$ cat src/rtl/arbitrated_stream_mux_pkg.sv
// arbitrated_stream_mux_pkg: shared FSM encoding, clog2 helper and parameter legality check.
package arbitrated_stream_mux_pkg;

    typedef enum logic [1:0] {
        IDLE    = 2'd0,
        XFER    = 2'd1,
        RELEASE = 2'd2,
        SETTLE  = 2'd3
    } state_t;

    function automatic int clog2(input int value);
        int r;
        r = 0;
        while ((1 << r) < value) r++;
        return r;
    endfunction

    function automatic bit params_legal(input int num_requestors, input int max_beats);
        return (num_requestors >= 2) && (max_beats >= 2);
    endfunction

endpackage

$ cat src/rtl/arbitrated_stream_mux_out_reg.sv
// stream_out_reg: single-entry valid/ready output register carrying data, last and source index.
module stream_out_reg #(
    parameter int C_DATA_WIDTH = 64,
    parameter int C_SRC_WIDTH  = 3
) (
    input  logic                    clk,
    input  logic                    rst,
    input  logic                    load,
    input  logic [C_DATA_WIDTH-1:0] load_data,
    input  logic                    load_last,
    input  logic [C_SRC_WIDTH-1:0]  load_src,
    input  logic                    out_ready,
    output logic                    out_valid,
    output logic [C_DATA_WIDTH-1:0] out_data,
    output logic                    out_last,
    output logic [C_SRC_WIDTH-1:0]  out_src,
    output logic                    free
);

    assign free = ~out_valid | out_ready;

    always_ff @(posedge clk) begin
        if (rst) begin
            out_valid <= 1'b0;
            out_data  <= '0;
            out_last  <= 1'b0;
            out_src   <= '0;
        end else if (free) begin
            out_valid <= load;
            if (load) begin
                out_data <= load_data;
                out_last <= load_last;
                out_src  <= load_src;
            end
        end
    end

endmodule

$ cat src/rtl/arbitrated_stream_mux.sv
// arbitrated_stream_mux: forwards one packet from the arbiter-granted source, then pulses grant_release.
module arbitrated_stream_mux
    import arbitrated_stream_mux_pkg::*;
#(
    parameter int C_NUM_REQUESTORS      = 8,
    parameter int C_DATA_WIDTH          = 64,
    parameter int C_MAX_BEATS           = 256,
    parameter int C_LOG2_NUM_REQUESTORS = clog2(C_NUM_REQUESTORS),
    parameter int C_BEAT_CNT_WIDTH      = clog2(C_MAX_BEATS + 1)
) (
    input  logic                                     clk,
    input  logic                                     rst,
    input  logic [C_NUM_REQUESTORS-1:0]              req_valid,
    input  logic [C_NUM_REQUESTORS*C_DATA_WIDTH-1:0] req_data,
    input  logic [C_NUM_REQUESTORS-1:0]              req_last,
    output logic [C_NUM_REQUESTORS-1:0]              req_ready,
    output logic [C_NUM_REQUESTORS-1:0]              requests,
    input  logic                                     grant_valid,
    input  logic [C_LOG2_NUM_REQUESTORS-1:0]         grant,
    input  logic [C_NUM_REQUESTORS-1:0]              grant_oh,
    output logic                                     grant_release,
    output logic                                     out_valid,
    output logic [C_DATA_WIDTH-1:0]                  out_data,
    output logic                                     out_last,
    output logic [C_LOG2_NUM_REQUESTORS-1:0]         out_src,
    input  logic                                     out_ready,
    output logic                                     err_overflow
);

    if (!params_legal(C_NUM_REQUESTORS, C_MAX_BEATS)) begin : g_bad_params
        $error("arbitrated_stream_mux: need C_NUM_REQUESTORS >= 2 and C_MAX_BEATS >= 2");
    end

    state_t                             state, state_nxt;
    logic [C_LOG2_NUM_REQUESTORS-1:0]   sel;
    logic [C_NUM_REQUESTORS-1:0]        sel_oh;
    logic [C_BEAT_CNT_WIDTH-1:0]        beat_cnt;
    logic                               cur_valid, cur_last, force_last, load_last, accept, out_free;
    logic [C_DATA_WIDTH-1:0]            cur_data;

    assign cur_valid     = req_valid[sel];
    assign cur_last      = req_last[sel];
    assign cur_data      = req_data[int'(sel)*C_DATA_WIDTH +: C_DATA_WIDTH];
    assign force_last    = beat_cnt == C_BEAT_CNT_WIDTH'(C_MAX_BEATS - 1);
    assign load_last     = cur_last | force_last;
    assign accept        = (state == XFER) & cur_valid & out_free;
    assign requests      = req_valid;
    assign req_ready     = (state == XFER) ? (sel_oh & {C_NUM_REQUESTORS{out_free}}) : '0;
    assign grant_release = state == RELEASE;

    // SETTLE burns the cycle in which the arbiter still drops its old grant.
    always_comb begin
        state_nxt = state;
        case (state)
            IDLE:    state_nxt = grant_valid ? XFER : IDLE;
            XFER:    state_nxt = (accept && load_last) ? RELEASE : XFER;
            RELEASE: state_nxt = SETTLE;
            default: state_nxt = IDLE;
        endcase
    end

    always_ff @(posedge clk) begin
        if (rst) begin
            state        <= IDLE;
            sel          <= '0;
            sel_oh       <= '0;
            beat_cnt     <= '0;
            err_overflow <= 1'b0;
        end else begin
            state <= state_nxt;
            if (state == IDLE && grant_valid) begin
                sel      <= grant;
                sel_oh   <= grant_oh;
                beat_cnt <= '0;
            end
            if (accept) beat_cnt <= beat_cnt + C_BEAT_CNT_WIDTH'(1);
            if (accept && force_last && !cur_last) err_overflow <= 1'b1;
        end
    end

    stream_out_reg #(
        .C_DATA_WIDTH (C_DATA_WIDTH),
        .C_SRC_WIDTH  (C_LOG2_NUM_REQUESTORS)
    ) u_out_reg (
        .clk       (clk),
        .rst       (rst),
        .load      (accept),
        .load_data (cur_data),
        .load_last (load_last),
        .load_src  (sel),
        .out_ready (out_ready),
        .out_valid (out_valid),
        .out_data  (out_data),
        .out_last  (out_last),
        .out_src   (out_src),
        .free      (out_free)
    );

endmodule

$ cat config.mk
export PLATFORM = sky130hd
export DESIGN_NAME = arbitrated_stream_mux
export DESIGN_NICKNAME = d
export VERILOG_FILES = /design/src/rtl/arbitrated_stream_mux_pkg.sv /design/src/rtl/arbitrated_stream_mux_out_reg.sv /design/src/rtl/arbitrated_stream_mux.sv
export SDC_FILE = /design/constraint.sdc
export NUM_CORES = 1
export LEC_CHECK = 0
export ABC_AREA = 1
export ABC_CLOCK_PERIOD_IN_PS = 3800
export CAP_MARGIN = 20
export CORE_AREA = 2 2 247 249
export DETAILED_ROUTE_END_ITERATION = 8
export DIE_AREA = 0 0 249 251
export PLACE_DENSITY = 0.46
export REMOVE_ABC_BUFFERS = 1
export SLEW_MARGIN = 10
export SYNTH_ARGS = -nofsm -noshare
export SYNTH_HDL_FRONTEND = slang
export SYNTH_SLANG_ARGS = --single-unit
$ cat constraint.sdc
create_clock -name clk -period 3.8 [get_ports clk]
set_input_delay 1.14 -clock clk [delete_from_list [all_inputs] [get_ports clk]]
set_output_delay 1.14 -clock clk [all_outputs]
set_load 0.05 [all_outputs]
### After elaboration in Yosys (flattened, before gate mapping)

Cells that the tools add are included.

| word-level totals | value |
|---|---|
| bits in registers | 92 |
| input bits | 543 |
| output and inout port bits | 87 |
| logic and storage cells | 39 |

| cells by class | value |
|---|---|
| add/sub/neg operators | 1 |
| $lt $le $gt $ge | 1 |
| eq/ne operators | 3 |
| shift-type cells | 1 |
| muxes and demuxes | 10 |
| bitwise gates (word level) | 6 |
| reductions and logical operators | 8 |

Operator list:

| operator | number |
|---|---|
| $shiftx 512x10->64 | 1 |
| $mux 9 | 2 |
| $add 9x1->9 const B | 1 |
| $eq 9x8->1 const B | 1 |
| $and 8x8->8 | 1 |
| $mux 8 | 1 |
| $bmux 1 s3 | 2 |
| $pmux 2 s3 | 1 |
| $logic_and 1x1->1 | 4 |
| $lt 3x4->1 const B | 1 |
| $mux 1 | 3 |
| $and 1x1->1 | 2 |
| $eq 2x1->1 const B | 1 |
| $eq 2x2->1 const B | 1 |
| $logic_not 2->1 | 1 |
| $mux 2 | 1 |
| $or 1x1->1 | 2 |
| $reduce_and 2->1 | 1 |
| $reduce_bool 2->1 | 1 |
| $logic_not 1->1 | 1 |
| $not 1->1 | 1 |

### Depth between registers and ports, before layout

| depth | value |
|---|---|
| depth after elaboration | 7 |
| gate-level depth with buffers | 13 |
| mapped depth without buffers | 13 |

### By module

From an unflattened synthesis, not the netlist that was laid out.

| second synthesis, totals | value |
|---|---|
| cells, all modules | 1588 |
| area, all modules | 8604.5 sq um |

By module, submodules not included:

| module | times used | cells each | area each (sq um) | sequential area each (sq um) |
|---|---|---|---|---|
| arbitrated_stream_mux | 1 | 1137 | 5501.5 | 460.4 |
| stream_out_reg | 1 | 451 | 3103.0 | 1381.3 |

### Worst setup path after synthesis

OpenSTA, ideal clock, no wires.

| timing path | value |
|---|---|
| path kind | input-to-output |
| start point | input out_ready |
| end point | output req_ready[0] |
| arrival time | 2.263 ns |
| data required time | 2.660 ns |
| slack | 0.397 ns |
| cell stages on the path | 5 |
| path buffers | 1 |
| cell sequence | nor2_1 inv_1 clkbuf_1 nand2_1 nor2_1 |

| on the way | value |
|---|---|
| word-level cells in the longest chain between the ends | 3 |

RTL lines:

| what | RTL line | text |
|---|---|---|
| from (decl) | arbitrated_stream_mux.sv:26 | `input logic out_ready,` |
| $or 1x1->1 | arbitrated_stream_mux_out_reg.sv:20 | `assign free = ~out_valid \| out_ready;` |
| $and 8x8->8 | arbitrated_stream_mux.sv:48 | `assign req_ready = (state == XFER) ? (sel_oh & {C_NUM_REQUESTORS{out_free}}) : '0;` |
| $mux 8 | arbitrated_stream_mux.sv:48 |  |
| to (decl) | arbitrated_stream_mux.sv:16 | `output logic [C_NUM_REQUESTORS-1:0] req_ready,` |

Every way passes these cells.

### Worst setup path after layout

| timing path | value |
|---|---|
| start point | input out_ready |
| end point | output req_ready[3] |

The elaborated chain is that of the path after synthesis.

==> impl_metrics.toml <==
[outcome]
result_of_the_run = "finished clean"

[grt]
first_global_vias = 11900
grt_usage_pct = 15.1
grt_pass1_wl_mm = 72.3
antenna_violations_before_repair = 5
grt_remaining_overflow = 0
grt_start_max_net_pins = 110

[clock_network]
cts_buffers = 9
clk_path_buf_depth = 2
post-cts-setup-buffer-count = 0
worst_setup_hold_path_clk_slew_ns = 0.08
clock_sink_count = 92
cts_hold_buf = 0
insertion_delay_ns = 0.39
htree_levels = 3
post_cts_resized = 0
cts_tree = "built"
cts_root_buf = "sky130_fd_sc_hd__clkbuf_16"

[synth]
synth_sequential_area_ratio_pct = 23.6
ys.flop_type = "sky130_fd_sc_hd__dfxtp_1"
ys_async_sr_fraction_pct = 0
syn-mean-instance-area_um2 = 5.44
syn_area_um2 = 7800
yosys.cell_types.count = 21
synth_top_cell_area_share_pct = 23.6
synth_top_cells_by_area = "sky130_fd_sc_hd__dfxtp_1, sky130_fd_sc_hd__nor2_1, sky130_fd_sc_hd__o21ai_0"
postSynthRegisterBits = 92
yosysTopAreaCell = "sky130_fd_sc_hd__dfxtp_1"
synth_commonest_cells = "sky130_fd_sc_hd__nor2_1, sky130_fd_sc_hd__o21ai_0, sky130_fd_sc_hd__nand2_1"
ys_warn_count = 0
synth_most_common_cell = "sky130_fd_sc_hd__nor2_1"
netlist_instances = 1436
count_of_flip_flops_with_a_built_in_enable_after_synthesis = 0

[timing]
slew-limit-headroom_pct = 55.2
slew_violations = 0
fin_tns_setup_ns = 0
setup_repair_after_global_routing_missed_its_margin = "no"
finalWorstPathRequiredPeriod_ns = 3.57
timing_worst_slew_pin_value_ns = 0.665
finalHoldViolations = 0
fmax_mhz = 280
worst_case_clock_skew_ns = 0.0135
setup_viol = 0
timing.final.crit_share_pct = 94.1

[drt]
number_of_antenna_violating_nets_in_the_routed_design = 0
vias = 11800
post_drt_via_cell_ratio = 4.30
postRouteWirelength_mm = 49.4
first_drt_pass_iteration_count = 5
drtIter0Drc = 551
drc = 0
route.detailed.wl_per_inst_um = 18.0

[floorplanning]
design.portCount = 630
placement_rows = 90
floorplan.initialDensity_pct = 13.1
die_h_um = 251
design.die.area_um2 = 62500
core_area_um2 = 59800
die-width_um = 249

[critical_path]
slowest_delay_ns = 0.46
path_buf_inv = 3
r2r_end = "beat_cnt[8]"
worst-endpoint-required_ns = 2.66
crit_path_cell_trace = "clkdlybuf4s50_1 > nor2_1 > inv_1 > nand2_1 > nor2_1 > buf_12"
rr_worst_depth = 10
rr_startpoint = "sel[1]"
path_common_cell = "sky130_fd_sc_hd__nor2_1"
setup.worst_path.start_class = "input pin"
critical_path_arrival_ns = 2.43
r2r_slack_ns = 1.20
crit_family = "buffers and inverters"
critPathKind = "in2out"
endpoint_kind = "output port"
cpMaxStageDelayCell = "sky130_fd_sc_hd__clkdlybuf4s50_1"
largest_fanout_on_the_critical_path = 11

[min_path]
min-delay-path-class = "reg2reg"
worst_hold_startpoint = "u_out_reg.out_last"
min_delay_path_depth = 2
timing.hold.worst_endpoint = "u_out_reg.out_last"

[placement]
gp_congestion = 0.887
buffer_ports.inserted = 629
hpwl_mm = 37.3

[cells_and_area]
post_route_cells_drive_above_1_share_pct = 3.36
design.final.nets = 2506
area_delta_synth_final_pct = 93.9
insertedDiodeCount = 0

[power_and_ir_drop]
p_per_area_nw_per_um2 = 308
p_leak_nw = 5.62
report.power.total_mw = 4.65
irDropWorstVdd_uv = 214

[flow_run]
drv_cap = 0
power breakdown:
part / switching, mW / internal (mW)
Clock: 0.523 / 0.463
Sequential: 0.102 / 1.08
Combinational: 1.42 / 1.07
registers in the layout, summed over array words and instances (netlist names):
register and cells:
sel 3, sel_oh 8, err_overflow 1, beat_cnt 9
u_out_reg.out_valid 1, u_out_reg.out_data 64, u_out_reg.out_src 3, state 2
u_out_reg.out_last 1
metrics by stage:
stage / worst slack, ns / instance area (um^2) / util, % / std cells / hold slack [ns]
2_1_floorplan: -5.56 / 7220 / - / 1298 / 0.454
3_3_place_gp: 0.228 / 14800 / 24.8 / 2732 / 0.455
3_5_place_dp: 0.219 / 14800 / 24.8 / 2732 / 0.460
4_1_cts: 0.214 / 15100 / 25.3 / 2748 / 0.479
5_1_grt: 0.112 / 15100 / 25.3 / 2748 / 0.490
6_report: 0.225 / 15100 / 25.3 / 2748 / 0.474
layout make-up:
cell class                 instances  area (um^2)
multi-input combinational       1176         5270
fill                            6745        44700
tap                              782          978
timing repair buffer             652         6620
clock buffer                       9          225
clock inverter                     7         67.6
inverter                          30          125
sequential                        92         1850
how the worst max path moves through the flow:
stage | startpoint | to | slack [ns] | depth (start not counted)
floorplan | sel[0] | beat_cnt[0] | -5.56 | 8
global placement | out_ready | req_ready[0] | 0.23 | 6
detailed placement | out_ready | req_ready[6] | 0.22 | 6
CTS | out_ready | req_ready[6] | 0.21 | 6
global route | out_ready | req_ready[6] | 0.11 | 6
finish | out_ready | req_ready[3] | 0.23 | 6
logic make-up (layout without fill, tap and decap cells):
group,after synthesis,after routing,synth area share [%]
adder cells (fa/ha/maj),2,2,0.321
buffers and inverters,168,698,8.99
AND/OR/NAND/NOR,688,688,33.8
AO/OA/AOI/OAI,484,484,33.1
XOR/XNOR,2,2,0.224
flip-flops,92,92,23.6
cell usage in the layout (no fill, tap or decap), drive strengths merged:
master | synthesis | final
clkinv | 0 | 5
a21oi | 17 | 17
buf | 36 | 39
inv | 30 | 31
dfxtp | 92 | 92
nand3 | 25 | 25
nand4 | 1 | 1
o21ai | 339 | 339
o22ai | 128 | 128
nor2 | 427 | 427
nand2 | 234 | 234
nor3 | 1 | 1
clkdlybuf4s50 | 0 | 613
ha | 2 | 2
xor2 | 2 | 2
clkinvlp | 0 | 1
clkbuf | 102 | 9
worst min-delay path: stages, from the launching register on:
cell and delay, ns:
sky130_fd_sc_hd__dfxtp_1 0.32, sky130_fd_sc_hd__nand2_1 0.06, sky130_fd_sc_hd__a21oi_1 0.05
metal layers:
layer,wire (um),track usage (%),part of all wire [%],vias to the layer above
met5,54,0,0.11,-
met4,2110,7.74,4.3,8
met3,3750,4.39,7.6,80
met2,23300,26.1,47,488
met1,20100,17.0,41,5375
li1,-,-,-,5856
(Power assumes the default switching activity.)
